`src/rtl/fractcam_prio_enc.sv`:
```
// Two-stage priority encoder for the fractcam match vector: per-group encode, then group select.
// Lowest set bit wins; also reports multi-hit and keeps saturating hit/miss counters.
module fractcam_prio_enc #(
   parameter int TCAM_DEPTH  = 1024,
   parameter int GROUP_WIDTH = 32,
   parameter int CNT_WIDTH   = 32,
   localparam int ADDR_WIDTH  = (TCAM_DEPTH > 1) ? $clog2(TCAM_DEPTH) : 1,
   localparam int GROUPS      = TCAM_DEPTH / GROUP_WIDTH,
   localparam int LOCAL_WIDTH = $clog2(GROUP_WIDTH)
) (
   input  logic                  clk,
   input  logic                  rst,
   input  logic [TCAM_DEPTH-1:0] match,
   input  logic                  match_valid,
   output logic                  match_ready,
   output logic [ADDR_WIDTH-1:0] m_index,
   output logic                  m_hit,
   output logic                  m_multi,
   output logic                  m_valid,
   input  logic                  m_ready,
   input  logic                  stat_clear,
   output logic [CNT_WIDTH-1:0]  hit_count,
   output logic [CNT_WIDTH-1:0]  miss_count
);

   function automatic logic [LOCAL_WIDTH-1:0] lowest_idx(input logic [GROUP_WIDTH-1:0] v);
      logic [LOCAL_WIDTH-1:0] idx;
      idx = '0;
      for (int i = GROUP_WIDTH - 1; i >= 0; i--) begin
         if (v[i]) idx = LOCAL_WIDTH'(i);
      end
      return idx;
   endfunction

   function automatic logic grp_multi_set(input logic [GROUP_WIDTH-1:0] v);
      return |(v & (v - GROUP_WIDTH'(1)));
   endfunction

   function automatic logic hit_multi_set(input logic [GROUPS-1:0] v);
      return |(v & (v - GROUPS'(1)));
   endfunction

   function automatic logic [CNT_WIDTH-1:0] sat_inc(input logic [CNT_WIDTH-1:0] c);
      return (&c) ? c : c + CNT_WIDTH'(1);
   endfunction

   logic                                  w_en;
   logic                                  r_s1_valid;
   logic [GROUPS-1:0]                     r_grp_hit;
   logic [GROUPS-1:0]                     r_grp_multi;
   logic [GROUPS-1:0][LOCAL_WIDTH-1:0]    r_grp_idx;

   logic [ADDR_WIDTH-1:0]                 w_sel_index;
   logic                                  w_sel_multi;
   logic                                  w_hit;
   logic                                  w_multi;

   logic                                  r_m_valid;
   logic [ADDR_WIDTH-1:0]                 r_m_index;
   logic                                  r_m_hit;
   logic                                  r_m_multi;
   logic [CNT_WIDTH-1:0]                  r_hit_count;
   logic [CNT_WIDTH-1:0]                  r_miss_count;

   // Whole pipeline advances in lockstep; a stalled output freezes both stages.
   assign w_en        = !r_m_valid || m_ready;
   assign match_ready = w_en;

   // Stage 1: per-group hit, multi-hit and local lowest index
   always_ff @(posedge clk or posedge rst) begin
      if (rst) begin
         r_s1_valid  <= 1'b0;
         r_grp_hit   <= '0;
         r_grp_multi <= '0;
         r_grp_idx   <= '0;
      end else if (w_en) begin
         r_s1_valid <= match_valid;
         for (int g = 0; g < GROUPS; g++) begin
            r_grp_hit[g]   <= |match[g*GROUP_WIDTH +: GROUP_WIDTH];
            r_grp_multi[g] <= grp_multi_set(match[g*GROUP_WIDTH +: GROUP_WIDTH]);
            r_grp_idx[g]   <= lowest_idx(match[g*GROUP_WIDTH +: GROUP_WIDTH]);
         end
      end
   end

   // Stage 2: pick the lowest hitting group and splice its local index in
   always_comb begin
      w_sel_index = '0;
      w_sel_multi = 1'b0;
      for (int g = GROUPS - 1; g >= 0; g--) begin
         if (r_grp_hit[g]) begin
            w_sel_index = ADDR_WIDTH'(g * GROUP_WIDTH) | ADDR_WIDTH'(r_grp_idx[g]);
            w_sel_multi = r_grp_multi[g];
         end
      end
      w_hit   = |r_grp_hit;
      w_multi = w_hit && (w_sel_multi || hit_multi_set(r_grp_hit));
   end

   always_ff @(posedge clk or posedge rst) begin
      if (rst) begin
         r_m_valid <= 1'b0;
         r_m_index <= '0;
         r_m_hit   <= 1'b0;
         r_m_multi <= 1'b0;
      end else if (w_en) begin
         r_m_valid <= r_s1_valid;
         if (r_s1_valid) begin
            r_m_index <= w_sel_index;
            r_m_hit   <= w_hit;
            r_m_multi <= w_multi;
         end
      end
   end

   // Statistics: clear beats a same-cycle increment
   always_ff @(posedge clk or posedge rst) begin
      if (rst) begin
         r_hit_count  <= '0;
         r_miss_count <= '0;
      end else if (stat_clear) begin
         r_hit_count  <= '0;
         r_miss_count <= '0;
      end else if (r_m_valid && m_ready) begin
         if (r_m_hit) r_hit_count  <= sat_inc(r_hit_count);
         else         r_miss_count <= sat_inc(r_miss_count);
      end
   end

   assign m_valid    = r_m_valid;
   assign m_index    = r_m_index;
   assign m_hit      = r_m_hit;
   assign m_multi    = r_m_multi;
   assign hit_count  = r_hit_count;
   assign miss_count = r_miss_count;

endmodule

```
`config.mk`:
```
export PLATFORM = sky130hd
export DESIGN_NAME = fractcam_prio_enc
export DESIGN_NICKNAME = d
export VERILOG_FILES = /design/src/rtl/fractcam_prio_enc.sv
export SDC_FILE = /design/constraint.sdc
export NUM_CORES = 2
export LEC_CHECK = 0
export BUFFER_PORTS_ARGS = -buffer_cell sky130_fd_sc_hd__buf_2
export CAP_MARGIN = 20
export CORE_AREA = 3 3 424 426
export DETAILED_ROUTE_END_ITERATION = 10
export DIE_AREA = 0 0 427 429
export PLACE_DENSITY = 0.48
export SYNTH_ARGS = -nofsm -noshare
export SYNTH_HDL_FRONTEND = slang
export SYNTH_SLANG_ARGS = --single-unit
export TNS_END_PERCENT = 50
```
`constraint.sdc`:
```
create_clock -name clk -period 14.5 [get_ports clk]
set_input_delay 0.725 -clock clk [delete_from_list [all_inputs] [get_ports clk]]
set_output_delay 0.725 -clock clk [all_outputs]
set_load 0.01 [all_outputs]
```
Word-level counts from Yosys, hierarchy flattened
Index checks and enable logic that the tools add are counted.
- bits in registers: 302
- input bits: 1029
- output and inout bits: 78
- logic and storage cells: 1286
- add/sub/neg operators: 35
- eq/ne operators: 3
- mux-type cells: 1096
- bitwise logic cells: 33
- reductions and logical operators: 78
- operator list (cell ; count):
    $mux 5 ; 1024
    $reduce_or 32->1 ; 66
    $and 32x32->32 ; 33
    $sub 32x1->32 const B ; 33
    $mux 10 ; 32
    $mux 32 ; 8
    $add 32x1->32 const B ; 2
    $reduce_and 32->1 ; 2
    $mux 1 ; 32
    $ne 2x2->1 const B ; 3
    $reduce_and 3->1 ; 2
    $reduce_bool 2->1 ; 2
    $logic_and 1x1->1 ; 2
    $logic_or 1x1->1 ; 2
    $reduce_and 2->1 ; 1
    $logic_not 1->1 ; 1

Logic depth before layout (Yosys ltp)
- depth in word-level cells: 34
- gate-level depth with buffers: 10

Least setup slack after synthesis
Ideal clock, no wire load.
- path kind: input port to flip-flop
- start point: in match[8]
- end point: reg r_grp_multi[0]
- library setup time: 126 ps
- arrival time: 3271 ps
- slack: 11103 ps
- cell stages on the path: 8
- cell sequence: or4_4 -> or4b_4 -> or2_1 -> buf_2 -> or3_1 -> a2111oi_1 -> nor3_1 -> o32a_1
- longest elaborated chain between the ends: 3
- ends and longest elaborated chain (item ; line ; source):
    start, declared ; 13 ; input logic [TCAM_DEPTH-1:0] match,
    $sub 32x1->32 ; 36 ; return |(v & (v - GROUP_WIDTH'(1)));
    $and 32x32->32 * ; 36 ;
    $reduce_or 32->1 * ; 36 ;
    end signal, assigned by index ; 80 ; r_grp_multi[g] <= grp_multi_set(match[g*GROUP_WIDTH +: GROUP_WIDTH]);
    end, declared ; 50 ; logic [GROUPS-1:0] r_grp_multi;
Mark *: on every way between the ends. The rest lies on a longest branch, timed or not.
A chain may end at the register's enable or synchronous reset.

Worst setup path after layout
- start point: reg r_grp_hit[5]
- end point: reg r_m_multi, in the netlist m_multi
- longest elaborated chain between the ends: 8
- elaborated cells between the ends (all ways): 12
- ends and longest elaborated chain (item ; line ; source):
    start, declared ; 49 ; logic [GROUPS-1:0] r_grp_hit;
    start signal, assigned by index ; 79 ; r_grp_hit[g] <= |match[g*GROUP_WIDTH +: GROUP_WIDTH];
    parallel branches: the longest is 7 deep, another holds $sub 32x1->32 ; n/a ;
    $logic_and 1x1->1 * ; 97 ; w_multi = w_hit && (w_sel_multi || hit_multi_set(r_grp_hit));
    end signal, assigned ; 111 ; r_m_multi <= w_multi;
    end, declared ; 61 ; logic r_m_multi;
Mark *: on every way between the ends.

==> impl_metrics.env <==
export IMPL_status="finished clean"
export IMPL_totalWireLength_mm=214.0
export IMPL_synth_fp_nets=6220
export IMPL_finalHoldViolCount=0
export IMPL_cts_setup_buffers=0
export IMPL_synth_cells=5189
export IMPL_gp_congestion=0.9926
export IMPL_die_y_um=429
export IMPL_worstMarginPinSlew_ns=1.099
export IMPL_arrival_ns=4.20
export IMPL_top_layer="met5"
export IMPL_clk_pin_slew_ns=0.06
export IMPL_power_switching_mw=1.046
export IMPL_dieArea_um2=183200
export IMPL_register_area_um2=7557
export IMPL_synthFlopType="dfrtp_1"
export IMPL_dr_wl_met3_mm=13.28
export IMPL_swShare_pct=35.24
export IMPL_yosys_warnings=0
export IMPL_r2r_slack_ns=10.78
export IMPL_final_common_cell="buf_2"
export IMPL_antenna_found_initial=161
export IMPL_met1_length_mm=87.91
export IMPL_power_density_nw_per_um2=66.31
export IMPL_cts_htree_levels=2
export IMPL_slew_viol_final=0
export IMPL_netlist_area_um2=34660
export IMPL_insertion_delay_ns=0.63
export IMPL_cp_slowest_cell="nor4_2"
export IMPL_hold_path_class="input pin to asynchronous set/reset pin"
export IMPL_core_rowCount=154
export IMPL_cpPeakStageDelay_ns=0.79
export IMPL_final_cells=8704
export IMPL_num_fill_cells=19910
export IMPL_grt_pass1_vias=43820
export IMPL_core_um2=176100
export IMPL_worst_ep_required_time_ns=14.98
export IMPL_ys_seq_area_share_pct=21.81
export IMPL_die_x_um=427
export IMPL_synth_cell_type_count=80
export IMPL_clock_sinks=302
export IMPL_fmax_mhz=268.6
export IMPL_first_iter_violations=3746
export IMPL_maxCapViolations=0
export IMPL_overflow=0
export IMPL_worstSetupStartpointType="register"
export IMPL_async_flop_share_pct=100.0
export IMPL_peakVddDrop_v=0.00007124
export IMPL_cts_resized=0
export IMPL_slew_limit_headroom_pct=24.84
export IMPL_crit_fanout=19
export IMPL_combPwrFrac_pct=26.0
export IMPL_finalCritPeriodShare_pct=25.68
export IMPL_multi_input_area_um2=25560
export IMPL_fin_nets=7261
export IMPL_fin_setup_tns_ns=0
export IMPL_post_route_min_period_ns=3.723
export IMPL_setup_viol=0
export IMPL_path_class="register to register"
export IMPL_place_inst=8521
export IMPL_dpl_hpwl_mm=179.8
export IMPL_wl_met2_mm=103.3
export IMPL_clk_path_buf_depth=3
export IMPL_wire_per_inst_um=24.59
export IMPL_rsz0062_at_grt="no"
export IMPL_cellLeakagePower_nw=16.87
export IMPL_cp_top_family="simple AND/OR/NAND/NOR gates"
export IMPL_firstDrtPassIters=6
export IMPL_pin_count=1107
export IMPL_seq_power_share_pct=30.7
export IMPL_grt_pass1_wl_mm=303.9
export IMPL_clockRootBuffer="clkbuf_16"
export IMPL_synth_edf_count=0
export IMPL_vias=47120
export IMPL_grt_max_degree=93
export IMPL_viasPerCell=5.414
export IMPL_layout_common_cells="1,107 x buf_2, 816 x nor2_1, 519 x a21oi_1, 438 x nand2_1, 388 x o21ai_0"
export IMPL_cts_tree="done"
export IMPL_fin_skew_ns=0.03489
export IMPL_holdBufCountCts=0
export IMPL_grt_usage_pct=22.01
export IMPL_placement_io_buffers=1106
export IMPL_cts_made_buffers=47
export IMPL_avgSynthCellArea_um2=6.679
export IMPL_ant_nets=0
export IMPL_internal_power_mw=1.923
export IMPL_pwr_share_clk_pct=43.3
export IMPL_worst_path_buf_inv=0
export IMPL_ys_ff_latch=302
export IMPL_route_detailed_drc=0
export IMPL_area_delta_synth_final_pct=29.19
export IMPL_drive_gt1_share_pct=20.69
export IMPL_critPathCaptureType="register"
export IMPL_start_util_pct=19.68
export IMPL_crit_chain="nor4_2 > nand4_1 > or4_1 > or3_1 > a2111oi_0 > o211ai_1 > nor4_1 > a21oi_1"
layout make-up:
type                    instances  share of cell area (%)
repair buffers               1138                   12.89
flip-flops and latches        302                   16.88
well taps                    2340                   6.539
inverters                     266                   2.258
clock inverters                26                  0.7601
multi-input cells            4475                   57.09
clock buffers                  62                   3.046
diodes                         95                  0.5310
power groups by stage:
stage                     clock network [mW]  logic (mW)  registers [mW]
after floorplan                            0       0.327           0.901
after CTS                               1.34       0.763           0.912
after detailed placement                   0       0.760           0.927
final                                   1.29       0.772           0.911
after global placement                     0       0.756           0.927
after global routing                    1.37       0.847           0.913
synthesized netlist by cell type (all sizes together) (29+ instances only):
library cell	number	area [um^2]
nor2	817	3069
a21oi	519	2597
nand2	438	1644
o21ai	388	1942
nor3	323	1617
dfrtp	302	7557
inv	265	994.7
nor4	255	1608
o31ai	156	1171
clkbuf	130	488.0
nand3	130	650.6
maj3	90	900.9
a211oi	89	673.1
or3	83	519.3
nand2b	67	419.2
a2111oi	65	570.6
or4	64	488.0
a31oi	63	394.1
or2	62	387.9
o21bai	60	450.4
o41ai	57	499.2
nand4	54	337.8
o22ai	51	319.1
a221oi	50	437.9
nor2b	50	312.8
o211ai	48	360.4
xor2	44	385.4
o2111ai	38	332.8
o21a	33	247.7
o32ai	29	254.0
registers in the layout, indices dropped and copies added (netlist names):
name         count
r_grp_multi     32
r_s1_valid       1
m_multi          1
m_hit            1
r_grp_hit       32
m_index         10
m_valid          1
miss_count      32
r_grp_idx      160
hit_count       32
final timing paths:
| check | from | to | depth (start not counted) |
|---|---|---|---|
| max | r_grp_hit[5] | m_multi | 8 |
| min | rst | hit_count[23] | 2 |
| max reg2reg | r_grp_hit[5] | m_multi | 8 |
| min reg2reg | r_grp_idx[92] | r_grp_idx[92] | 2 |
| max in group asynchronous | rst | r_grp_idx[13] | 5 |
| min in group clk | match_valid | r_s1_valid | 3 |
routing by layer:
layer	vias up	track usage, %
met4	60	9.225
met5	-	0
li1	22230	-
met1	22630	26.97
met2	1797	37.41
met3	409	4.241
stage by stage:
stage	power [mW]	worst slack, ns	hold slack (ns)	utilization, %	area [um^2]
2_1_floorplan	1.227	5.429	0.4386	-	34660
3_3_place_gp	1.683	10.25	0.4582	24.32	42820
3_5_place_dp	1.687	10.31	0.4643	24.32	42830
4_1_cts	3.015	10.64	0.2123	25.29	44530
5_1_grt	3.126	10.49	0.2274	25.37	44680
6_report	2.969	10.78	0.1998	25.42	44770
kinds of logic (layout without fill, tap and decap cells):
logic type | Yosys count | in the layout | share of synthesized area [%]
DFF | 302 | 302 | 21.81
adders and majority gates | 92 | 92 | 2.672
xor gates and xnor gates | 56 | 56 | 1.415
buffers and inverters | 412 | 1492 | 4.470
other | 0 | 95 | 0
and+or+nand+nor | 2437 | 2437 | 33.91
AOI/OAI and AO/OA | 1888 | 1888 | 35.67
muxes | 2 | 2 | 0.05777
(Power assumes the default switching activity.)
